[src/rtl/alct_clct_match.sv]
// ALCT/CLCT coincidence matcher: holds one ALCT for a MATCH_WIN-bx window and pairs it
// with the next CLCT, emitting one registered LCT term set per cycle for the quality encoder.
module alct_clct_match #(
  parameter int unsigned MATCH_WIN = 7
) (
  input  logic        clock,
  input  logic        reset_n,
  input  logic        alct_vpf,
  input  logic [2:0]  alct_nhit,
  input  logic        alct_accel,
  input  logic        clct_vpf,
  input  logic [2:0]  clct_nhit,
  input  logic [3:0]  clct_pat,
  output logic        lct_vpf,
  output logic        lct_a,
  output logic        lct_c,
  output logic        lct_a4,
  output logic        lct_c4,
  output logic        lct_cpat,
  output logic        lct_acc,
  output logic [3:0]  lct_p,
  output logic [3:0]  lct_bxoff,
  output logic [11:0] match_cnt
);

  localparam int unsigned WIN_W  = 4;
  localparam int unsigned NHIT_W = 3;
  localparam int unsigned PAT_W  = 4;
  localparam int unsigned CNT_W  = 12;

  typedef enum logic {IDLE, WINDOW} state_t;

  typedef struct packed {
    logic             vpf;
    logic             a;
    logic             c;
    logic             a4;
    logic             c4;
    logic             cpat;
    logic             acc;
    logic [PAT_W-1:0] p;
    logic [WIN_W-1:0] bxoff;
  } lct_t;

  state_t              state_q, state_d;
  logic [WIN_W-1:0]    win_cnt_q, win_cnt_d;
  logic [NHIT_W-1:0]   hold_nhit_q, hold_nhit_d;
  logic                hold_acc_q, hold_acc_d;
  lct_t                lct_q, lct_d;
  logic [CNT_W-1:0]    match_cnt_q, match_cnt_d;
  logic                is_match;
  logic                clct_c4;
  logic                clct_cpat;
  logic                win_last;

  assign clct_c4   = (clct_nhit >= NHIT_W'(4));
  assign clct_cpat = (clct_pat >= PAT_W'(2)) && (clct_pat <= PAT_W'(10));
  assign win_last  = (win_cnt_q == WIN_W'(MATCH_WIN));

  // State, held ALCT and registered output payload
  always_ff @(posedge clock or negedge reset_n) begin
    if (!reset_n) begin
      state_q     <= IDLE;
      win_cnt_q   <= '0;
      hold_nhit_q <= '0;
      hold_acc_q  <= 1'b0;
      lct_q       <= '0;
      match_cnt_q <= '0;
    end else begin
      state_q     <= state_d;
      win_cnt_q   <= win_cnt_d;
      hold_nhit_q <= hold_nhit_d;
      hold_acc_q  <= hold_acc_d;
      lct_q       <= lct_d;
      match_cnt_q <= match_cnt_d;
    end
  end

  // Next-state and next-output decision; at most one LCT is built per cycle
  always_comb begin
    state_d     = state_q;
    win_cnt_d   = win_cnt_q;
    hold_nhit_d = hold_nhit_q;
    hold_acc_d  = hold_acc_q;
    lct_d       = '0;
    is_match    = 1'b0;

    unique case (state_q)
      IDLE: begin
        if (alct_vpf && clct_vpf) begin
          is_match   = 1'b1;
          lct_d.vpf  = 1'b1;
          lct_d.a    = 1'b1;
          lct_d.c    = 1'b1;
          lct_d.a4   = (alct_nhit >= NHIT_W'(4));
          lct_d.c4   = clct_c4;
          lct_d.cpat = clct_cpat;
          lct_d.acc  = alct_accel;
          lct_d.p    = clct_pat;
        end else if (alct_vpf) begin
          hold_nhit_d = alct_nhit;
          hold_acc_d  = alct_accel;
          win_cnt_d   = WIN_W'(1);
          state_d     = WINDOW;
        end else if (clct_vpf) begin
          lct_d.vpf  = 1'b1;
          lct_d.c    = 1'b1;
          lct_d.c4   = clct_c4;
          lct_d.cpat = clct_cpat;
          lct_d.p    = clct_pat;
        end
      end

      WINDOW: begin
        if (clct_vpf) begin
          is_match    = 1'b1;
          lct_d.vpf   = 1'b1;
          lct_d.a     = 1'b1;
          lct_d.c     = 1'b1;
          lct_d.a4    = (hold_nhit_q >= NHIT_W'(4));
          lct_d.c4    = clct_c4;
          lct_d.cpat  = clct_cpat;
          lct_d.acc   = hold_acc_q;
          lct_d.p     = clct_pat;
          lct_d.bxoff = win_cnt_q;
        end else if (alct_vpf || win_last) begin
          // Held ALCT leaves unmatched: displaced by a new ALCT or window expired
          lct_d.vpf = 1'b1;
          lct_d.a   = 1'b1;
          lct_d.a4  = (hold_nhit_q >= NHIT_W'(4));
          lct_d.acc = hold_acc_q;
        end

        if (alct_vpf) begin
          hold_nhit_d = alct_nhit;
          hold_acc_d  = alct_accel;
          win_cnt_d   = WIN_W'(1);
        end else if (clct_vpf || win_last) begin
          win_cnt_d = '0;
          state_d   = IDLE;
        end else begin
          win_cnt_d = win_cnt_q + WIN_W'(1);
        end
      end

      default: state_d = IDLE;
    endcase

    match_cnt_d = match_cnt_q;
    if (is_match && (match_cnt_q != '1)) begin
      match_cnt_d = match_cnt_q + CNT_W'(1);
    end
  end

  assign lct_vpf   = lct_q.vpf;
  assign lct_a     = lct_q.a;
  assign lct_c     = lct_q.c;
  assign lct_a4    = lct_q.a4;
  assign lct_c4    = lct_q.c4;
  assign lct_cpat  = lct_q.cpat;
  assign lct_acc   = lct_q.acc;
  assign lct_p     = lct_q.p;
  assign lct_bxoff = lct_q.bxoff;
  assign match_cnt = match_cnt_q;

endmodule

[config.mk]
export PLATFORM = sky130hd
export DESIGN_NAME = alct_clct_match
export DESIGN_NICKNAME = d
export VERILOG_FILES = /design/src/rtl/alct_clct_match.sv
export SDC_FILE = /design/constraint.sdc
export NUM_CORES = 1
export LEC_CHECK = 0
export ABC_AREA = 1
export CAP_MARGIN = 25
export CORE_AREA = 10 10 69 71
export DETAILED_ROUTE_END_ITERATION = 16
export DIE_AREA = 0 0 79 81
export PLACE_DENSITY = 0.75
export SLEW_MARGIN = 40
export SYNTH_ARGS = -nofsm -noshare
export SYNTH_HDL_FRONTEND = slang
export SYNTH_SLANG_ARGS = --single-unit
[constraint.sdc]
create_clock -name clock -period 1.8 [get_ports clock]
set_clock_uncertainty 0.15 [all_clocks]
set_input_delay 0.45 -clock clock [delete_from_list [all_inputs] [get_ports clock]]
set_output_delay 0.45 -clock clock [all_outputs]
set_load 0.02 [all_outputs]
# Word level (Yosys, flattened, before mapping)
# Index checks and enable logic that the tools add are counted.
word_totals:
  input_bits: 15
  reg_bits: 36
  elab_cells: 70
  output_inout_bits: 27
classes:
  eq_ne: 4
  order_cmp: 5
  reduce_logical: 6
  bitwise_logic: 1
  n_addsub: 2
  mux: 38
op_table:
  columns: ["operator", "count"]
  rows:
  - ["4-bit two-way mux", 8]
  - ["11-bit one-hot mux with 2 select lines", 1]
  - ["1-bit two-way mux", 16]
  - ["12-bit by 1-bit adder with 12-bit output, second input constant", 1]
  - ["12-bit inequality test, second input constant", 1]
  - ["2-bit two-way mux", 5]
  - ["3-bit greater-or-equal comparator, second input constant", 3]
  - ["8-bit two-way mux", 1]
  - ["4-bit one-hot mux with 2 select lines", 1]
  - ["3-bit two-way mux", 2]
  - ["1-bit one-hot mux with 2 select lines", 3]
  - ["3-bit one-hot mux with 2 select lines", 1]
  - ["4-bit by 1-bit adder with 4-bit output, second input constant", 1]
  - ["4-bit by 3-bit equality test with 1-bit output, second input constant", 1]
  - ["4-bit by 2-bit greater-or-equal comparator with 1-bit output, second input constant", 1]
  - ["4-bit less-or-equal comparator, second input constant", 1]
  - ["2-bit inequality test, second input constant", 2]
  - ["1-bit logical AND", 3]
  - ["1-bit logical OR", 2]
  - ["2-bit AND reduction", 1]
  - ["1-bit NOT", 1]

# Longest topological paths before layout
depth:
  depth_word: 6
  depth_mapped: 9
  ltp_nobuf: 8

# Worst setup path before layout
# Ideal clock, no wire load.
synth_path:
  kind: "register -> register"
  start: "reg match_cnt_q[0] (netlist: match_cnt[0])"
  end: "reg match_cnt_q[2] (netlist: match_cnt[2])"
  setup_time_ns: 0.123
  path_buffers: 2
  setup_slack_ns: 0.166
  arrival_ns: 1.361
  path_stages_with_launch: 9
  t_required_ns: 1.527
  period_less_slack_ns: 1.634
  cell_sequence: "dfrtp_1 > ha_1 > buf_2 > nand2_1 > nor2_1 > nand3_2 > nand2_4 > buf_8 > o21ai_1"
synth_between:
  elab_chain_len: 2
  elab_cells_between_ends: 3
  cone_classes: "1 x add/sub; 1 x eq/ne; 1 x reduce/logical"
synth_lines:
  columns: ["item", "line_no", "rtl"]
  rows:
  - ["from (decl)", "50", "logic [CNT_W-1:0] match_cnt_q, match_cnt_d;"]
  - ["from (signal assigned)", "75", "match_cnt_q <= match_cnt_d;"]
  - ["parallel branches: the longest is 2 deep, another holds 12-bit by 1-bit adder with 12-bit output", null, null]
# Parallel ways; which one is timed is not known.
# A chain may end at the register's enable or synchronous reset.

# Worst setup path in the final report
layout_path:
  start: "reg match_cnt_q[9] (netlist: match_cnt[9])"
  end: "out match_cnt[9]"
layout_lines:
  columns: ["item", "line_no", "rtl"]
  rows:
  - ["to (decl)", "23", "output logic [11:0] match_cnt"]
# No word-level cell between the ends.

==> results.md <==
* Outcome: finished clean
* Leakage power at 1.169 nW
* Starting DRT DRC Count at 84
* Sequential-to-total area share from yosys stat at 53.25%
* Die Area at 6399 um2
* GRT Util Overall at 12.35%
* Worst setup SP type: flip-flop
* VDD IR max at 0.0005607 V
* Core Box Area at 3523 um2
* TritonCTS clock tree: built
* Design Power at 1.963 mW
* Top Family by Delay on Critical Path: flip-flops
* Synth Area per Inst at 8.111 um2
* I/O Buffers at 37
* Capturing point of the worst reg2reg path: match_cnt[11]
* Die Height at 81 um
* Maximum net fanout on the critical path at 6
* DR vias at 1444
* R2R Path Start: match_cnt[1]
* WL per Instance at 11.94 um
* Fin crit period at 1.719 ns
* Slowest cell on the critical path: dfrtp_1
* WHS at 0.3206 ns
* Total Nets Final at 273
* Final hold viol count at 0
* Slew @ Worst Pin at 0.2617 ns
* Flops & latches, synth at 34
* RSZ-0062 raised after global routing: no
* Crit path capture type: output pin
* Final period utilization at 95.48%
* Num CTS Buffers at 5
* Critical Path Max Stage Delay at 0.45 ns
* Htree depth at 2
* Cell count along the critical path at 1
* Routed Wire Length at 3641 um
* Fin. max-slew vios at 0
* YS warnings at 0
* Syn Nets at 214
* Reg2Reg Depth at 8
* Critical path capture point: match_cnt[9]
* Max_slew headroom at 82.37%
* Final setup violation count at 0
* Residual DRC count at 0
* Area Growth Syn to Fin at 36.96%
* Num rows at 22
* Worst Hold Class: input port to asynchronous set/reset pin
* Initial core utilization at 45.35%
* First-pass GRT wire length at 6382 um
* Sink Count at 34
* DR pass1 iterations at 5
* DP Wirelength at 2861 um
* Cell area after layout at 2188 um2
* Largest net degree at the start of global routing at 35
* Buf/Inv on CP at 1
* Commonest non-fill, non-tap cell in the layout: nand2_1
* Clock latency on the worst-skew pair at 0.34 ns
* Mapped cell area at 1598 um2
* Count of cell types in the netlist at 25
* Post-DRT Antenna Nets at 0
* Io pins at 42
* Arr. time, crit path at 1.12 ns
* Fmax achieved at 581.9 MHz
* GPL Wtd Cong at 0.9038
* Die X-Extent at 79 um
* CP Launch Point: match_cnt[9]
* Vias in the first global route at 1459
* Most frequent cells in the layout: nand2_1 (77), dfrtp_1 (34), dlygate4sd2_1 (25), inv_1 (22), buf_4 (18)
* CTS root buf: clkbuf_4
* Clk buf depth at 2
* Share of cells above drive strength 1 at 12.84%
* Number of diodes at 0
* Antenna violations before repair at 0
* Power density cells at 897.1 nW/um2
* Reg clk slew, reported paths at 0.11 ns
* Fin util at 62.11%
* WS Path Type: flip-flop to output pin
* Mapped Cells at 197
* Area after DPL at 2152 um2
* Cell Chain, Critical Path: clkdlybuf4s15_1
* Reg2Reg Setup Slack at 0.24 ns
* DR vias/cell at 4.734
* Critical Path RT at 1.20 ns
* MaxCap Viol Count at 0
* Post-CTS Hold Buffers at 0
* Total global routing overflow at 0
* Pre-CTS setup slack at -0.1108 ns
* Final worst slack at 0.08142 ns
-- cells in the mapped netlist --
| master | n | area share [%] |
|---|---|---|
| nand3b_1 | 2 | 0.94 |
| nor3_1 | 2 | 0.63 |
| buf_4 | 1 | 0.47 |
| clkbuf_1 | 1 | 0.23 |
| buf_8 | 1 | 0.94 |
| buf_2 | 1 | 0.31 |
| nor2_4 | 1 | 0.70 |
| nor2_1 | 15 | 3.5 |
| nand3_1 | 10 | 3.1 |
| nand4_1 | 4 | 1.6 |
| inv_2 | 2 | 0.47 |
| nand3_2 | 1 | 0.63 |
| xnor2_1 | 2 | 1.1 |
| xor2_1 | 2 | 1.1 |
| o21a_1 | 1 | 0.47 |
| o22ai_1 | 3 | 1.2 |
| nor2_2 | 1 | 0.39 |
| ha_1 | 2 | 1.6 |
| dfrtp_1 | 34 | 53 |
| o21ai_0 | 8 | 2.5 |
| nand2_4 | 1 | 0.70 |
| a21oi_1 | 2 | 0.63 |
| o21ai_1 | 1 | 0.31 |
| inv_1 | 22 | 5.2 |
| nand2_1 | 77 | 18 |
-- per-stage QoR --
step / cells / TNS, ns
3_3_place_gp: 297 / -1.088
6_report: 305 / 0
2_1_floorplan: 197 / 0
4_1_cts: 305 / 0
3_5_place_dp: 297 / -1.454
5_1_grt: 305 / 0
-- timing repair --
item	4_1_cts	5_1_grt
hold endpoints to repair	0	0
setup endpoints to repair	27	2
buffers inserted	0	0
cloned	0	0
resized for setup	27	2
-- layout make-up --
type	instances	area (um2)
clock buffers	6	51.30
inverters	24	90.09
flip-flops and latches	34	850.8
repair buffers	56	494.2
fillers	338	1335
multi-input cells	135	625.6
well taps	48	60.06
clock inverters	2	16.27
-- worst min path at each step --
stage	from	endpoint
floorplan	reset_n	hold_acc_q
global route	reset_n	lct_c4
detailed placement	hold_acc_q	hold_acc_q
global placement	hold_nhit_q[2]	hold_nhit_q[2]
finish	reset_n	match_cnt[1]
CTS	reset_n	match_cnt[1]
-- power breakdown --
group	internal [mW]	total [mW]	switching [mW]
Combinational	0.249	0.595	0.346
Clock	0.195	0.472	0.277
Sequential	0.847	0.896	0.0492
Total	1.29	1.96	0.672
-- flip-flops by register name, indices dropped and copies added (netlist names), 4 cells and up --
signal / count
lct_bxoff: 4
lct_p: 4
match_cnt: 12
win_cnt_q: 4
-- cells by family after synthesis --
| family | synth area share (%) |
|---|---|
| AO/OA/AOI/OAI | 5.090 |
| flip-flops | 53.25 |
| AND/OR/NAND/NOR | 30.31 |
| adder cells (fa/ha/maj) | 1.566 |
| XOR/XNOR | 2.193 |
| buffers and inverters | 7.596 |
-- per-layer routing --
layer | share of wire, % | vias up | global-route usage [%]
met1 | 41 | 673 | 12.36
met3 | 5.2 | 10 | 4.746
met2 | 52 | 29 | 22.84
met4 | 1.9 | 0 | 4.480
li1 | - | 732 | -
met5 | 0 | - | 0
No activity file was read; power rests on OpenSTA's default activity.
==> edit: new RTL, same flow settings <==
Reset style: synchronous (`reset_n`), changed in one clocked block.
--- a/src/rtl/alct_clct_match.sv
+++ b/src/rtl/alct_clct_match.sv
@@ -59,5 +59,5 @@
 
   // State, held ALCT and registered output payload
-  always_ff @(posedge clock or negedge reset_n) begin
+  always_ff @(posedge clock) begin
     if (!reset_n) begin
       state_q     <= IDLE;
Formal check against the unedited RTL: differs if reset_n is asserted again (counterexample within 4 cycles, from zero or initial values and one cycle with reset_n low); with reset_n held inactive, the same outputs for 10 cycles.
==> edit against the original RTL <==
Die area unchanged. Highest routed layer unchanged. Synthesized area shrank 5.0%. Final area shrank 1.6%. Count of clock-buffer cells in the layout rose by 1. Final cell count up 4.3%. Setup slack gained 0.020 ns. Largest cell class is now multi-input combinational cells. Synthesized cell count up 5.1%. Sequential cell count stayed put. Wire length decreased by 8.1%. Critical path type unchanged.
Power is not compared: it rests on default switching activity, and its combinational part moved more than twofold at a synthesized area within 25%.
==> edit: results (changes against the original RTL) <==
The run gives 286 (+4.8%) as the layout net count. The number of filler instances in the final layout is 355 (+5.0%). The tools report the wire length of the first global-routing pass as 6050 um (-5.2%). The post-synthesis async set-or-reset flop share is 0 (-1.00), and the number of clock buffer instances in the layout is 7 (+1). The via density per instance works out to 4.48 (-5.4%).

The area taken by flip-flops and latches is 681 um^2 (-20%). By area the synthesized netlist is led by sky130_fd_sc_hd__dfxtp_1, sky130_fd_sc_hd__nand2_1, sky130_fd_sc_hd__inv_1. The run gives 1.10 ns (-0.02 ns) as the critical path arrival.

The min-delay analysis places its worst path in the category register to register. The run finished with clean final reports. The largest net degree at the start of global routing was 15 (-57%).

The placer congestion estimate came out at 0.867 (-4.0%). The most used flip-flop cell after synthesis is sky130_fd_sc_hd__dfxtp_1. The run gives 0.131 (+0.00773) as the global routing met1 resource utilization.

The layout inverter count without the clock tree came out at 33 (+38%). The worst reg-to-reg setup slack is 0.15 ns (-0.09 ns). In this run the critical register-to-register path is launched from match_cnt[0]$_SDFFE_PN0P_.

For the distinct cell type count of the synthesized netlist, the log shows 26 (+4.0%). Sequential cell count: 34 (unchanged). Routed length on met1: 1520 um (+1.9%). Summing internal, switching and leakage power gives 0.00150 W. The met2 layer wire length in the routed design was 1520 um (-20%). Portion of the layout cell area used by non-clock buffers: 0.242 (+0.0159). The total met3 wirelength after detailed routing is 252 um (+34%). The logs give 0.316 ns (-0.00479 ns) for the smallest hold slack and 693 um^2 (+11%) for the area taken by multi-input logic gates. The worst reg2reg path depth came out at 10 (+2).

The number of combinational gates with multiple inputs was 137 (+1.5%); the met2 capacity usage during global routing was 0.184 (-0.0440). The fraction of layout instances using a drive strength above 1 is 0.156 (+0.0272), and the HPWL reported at the end of detailed placement is 2580 um (-9.8%). The tools report the total track usage as 0.116 (-0.00774).

By count the netlist is led by sky130_fd_sc_hd__nand2_1, sky130_fd_sc_hd__dfxtp_1, sky130_fd_sc_hd__inv_1, sky130_fd_sc_hd__nor2_1.
-- edit: changes by cell type in the layout (fill, tap and decap cells not counted), sizes merged, moves of 8 or more --
cell	before	now
a21oi	2	14
inv	25	33
dfrtp	34	0
nor2	17	34
dfxtp	0	34
nand2	78	51
-- edit: cells by family after synthesis --
| kind of cell | share of synthesized area |
|---|---|
| compound gates | 0.112 |
| xor+xnor | 0.0289 |
| fa+ha+maj | 0.0165 |
| buf+inv | 0.0948 |
| flops | 0.448 |
| simple gates | 0.299 |
-- edit: metrics by stage --
step	TNS (ns)	instance area, um^2	utilization	worst slack [ns]	instances
final	0	2150	0.611	0.102	318
after global routing	0	2150	0.611	0.0188	318
after CTS	0	2150	0.611	0.0497	318
after detailed placement	-0.666	2110	0.599	-0.0807	310
after global placement	-0.702	2110	0.599	-0.109	310
after floorplan	0	1520	-	0.158	207
-- edit: timing repair --
item                                    in CTS  in global routing
pin swaps                                    0                  0
hold endpoints to repair                     0                  0
endpoints found under the setup margin      27                  1
resized for setup                           27                  1
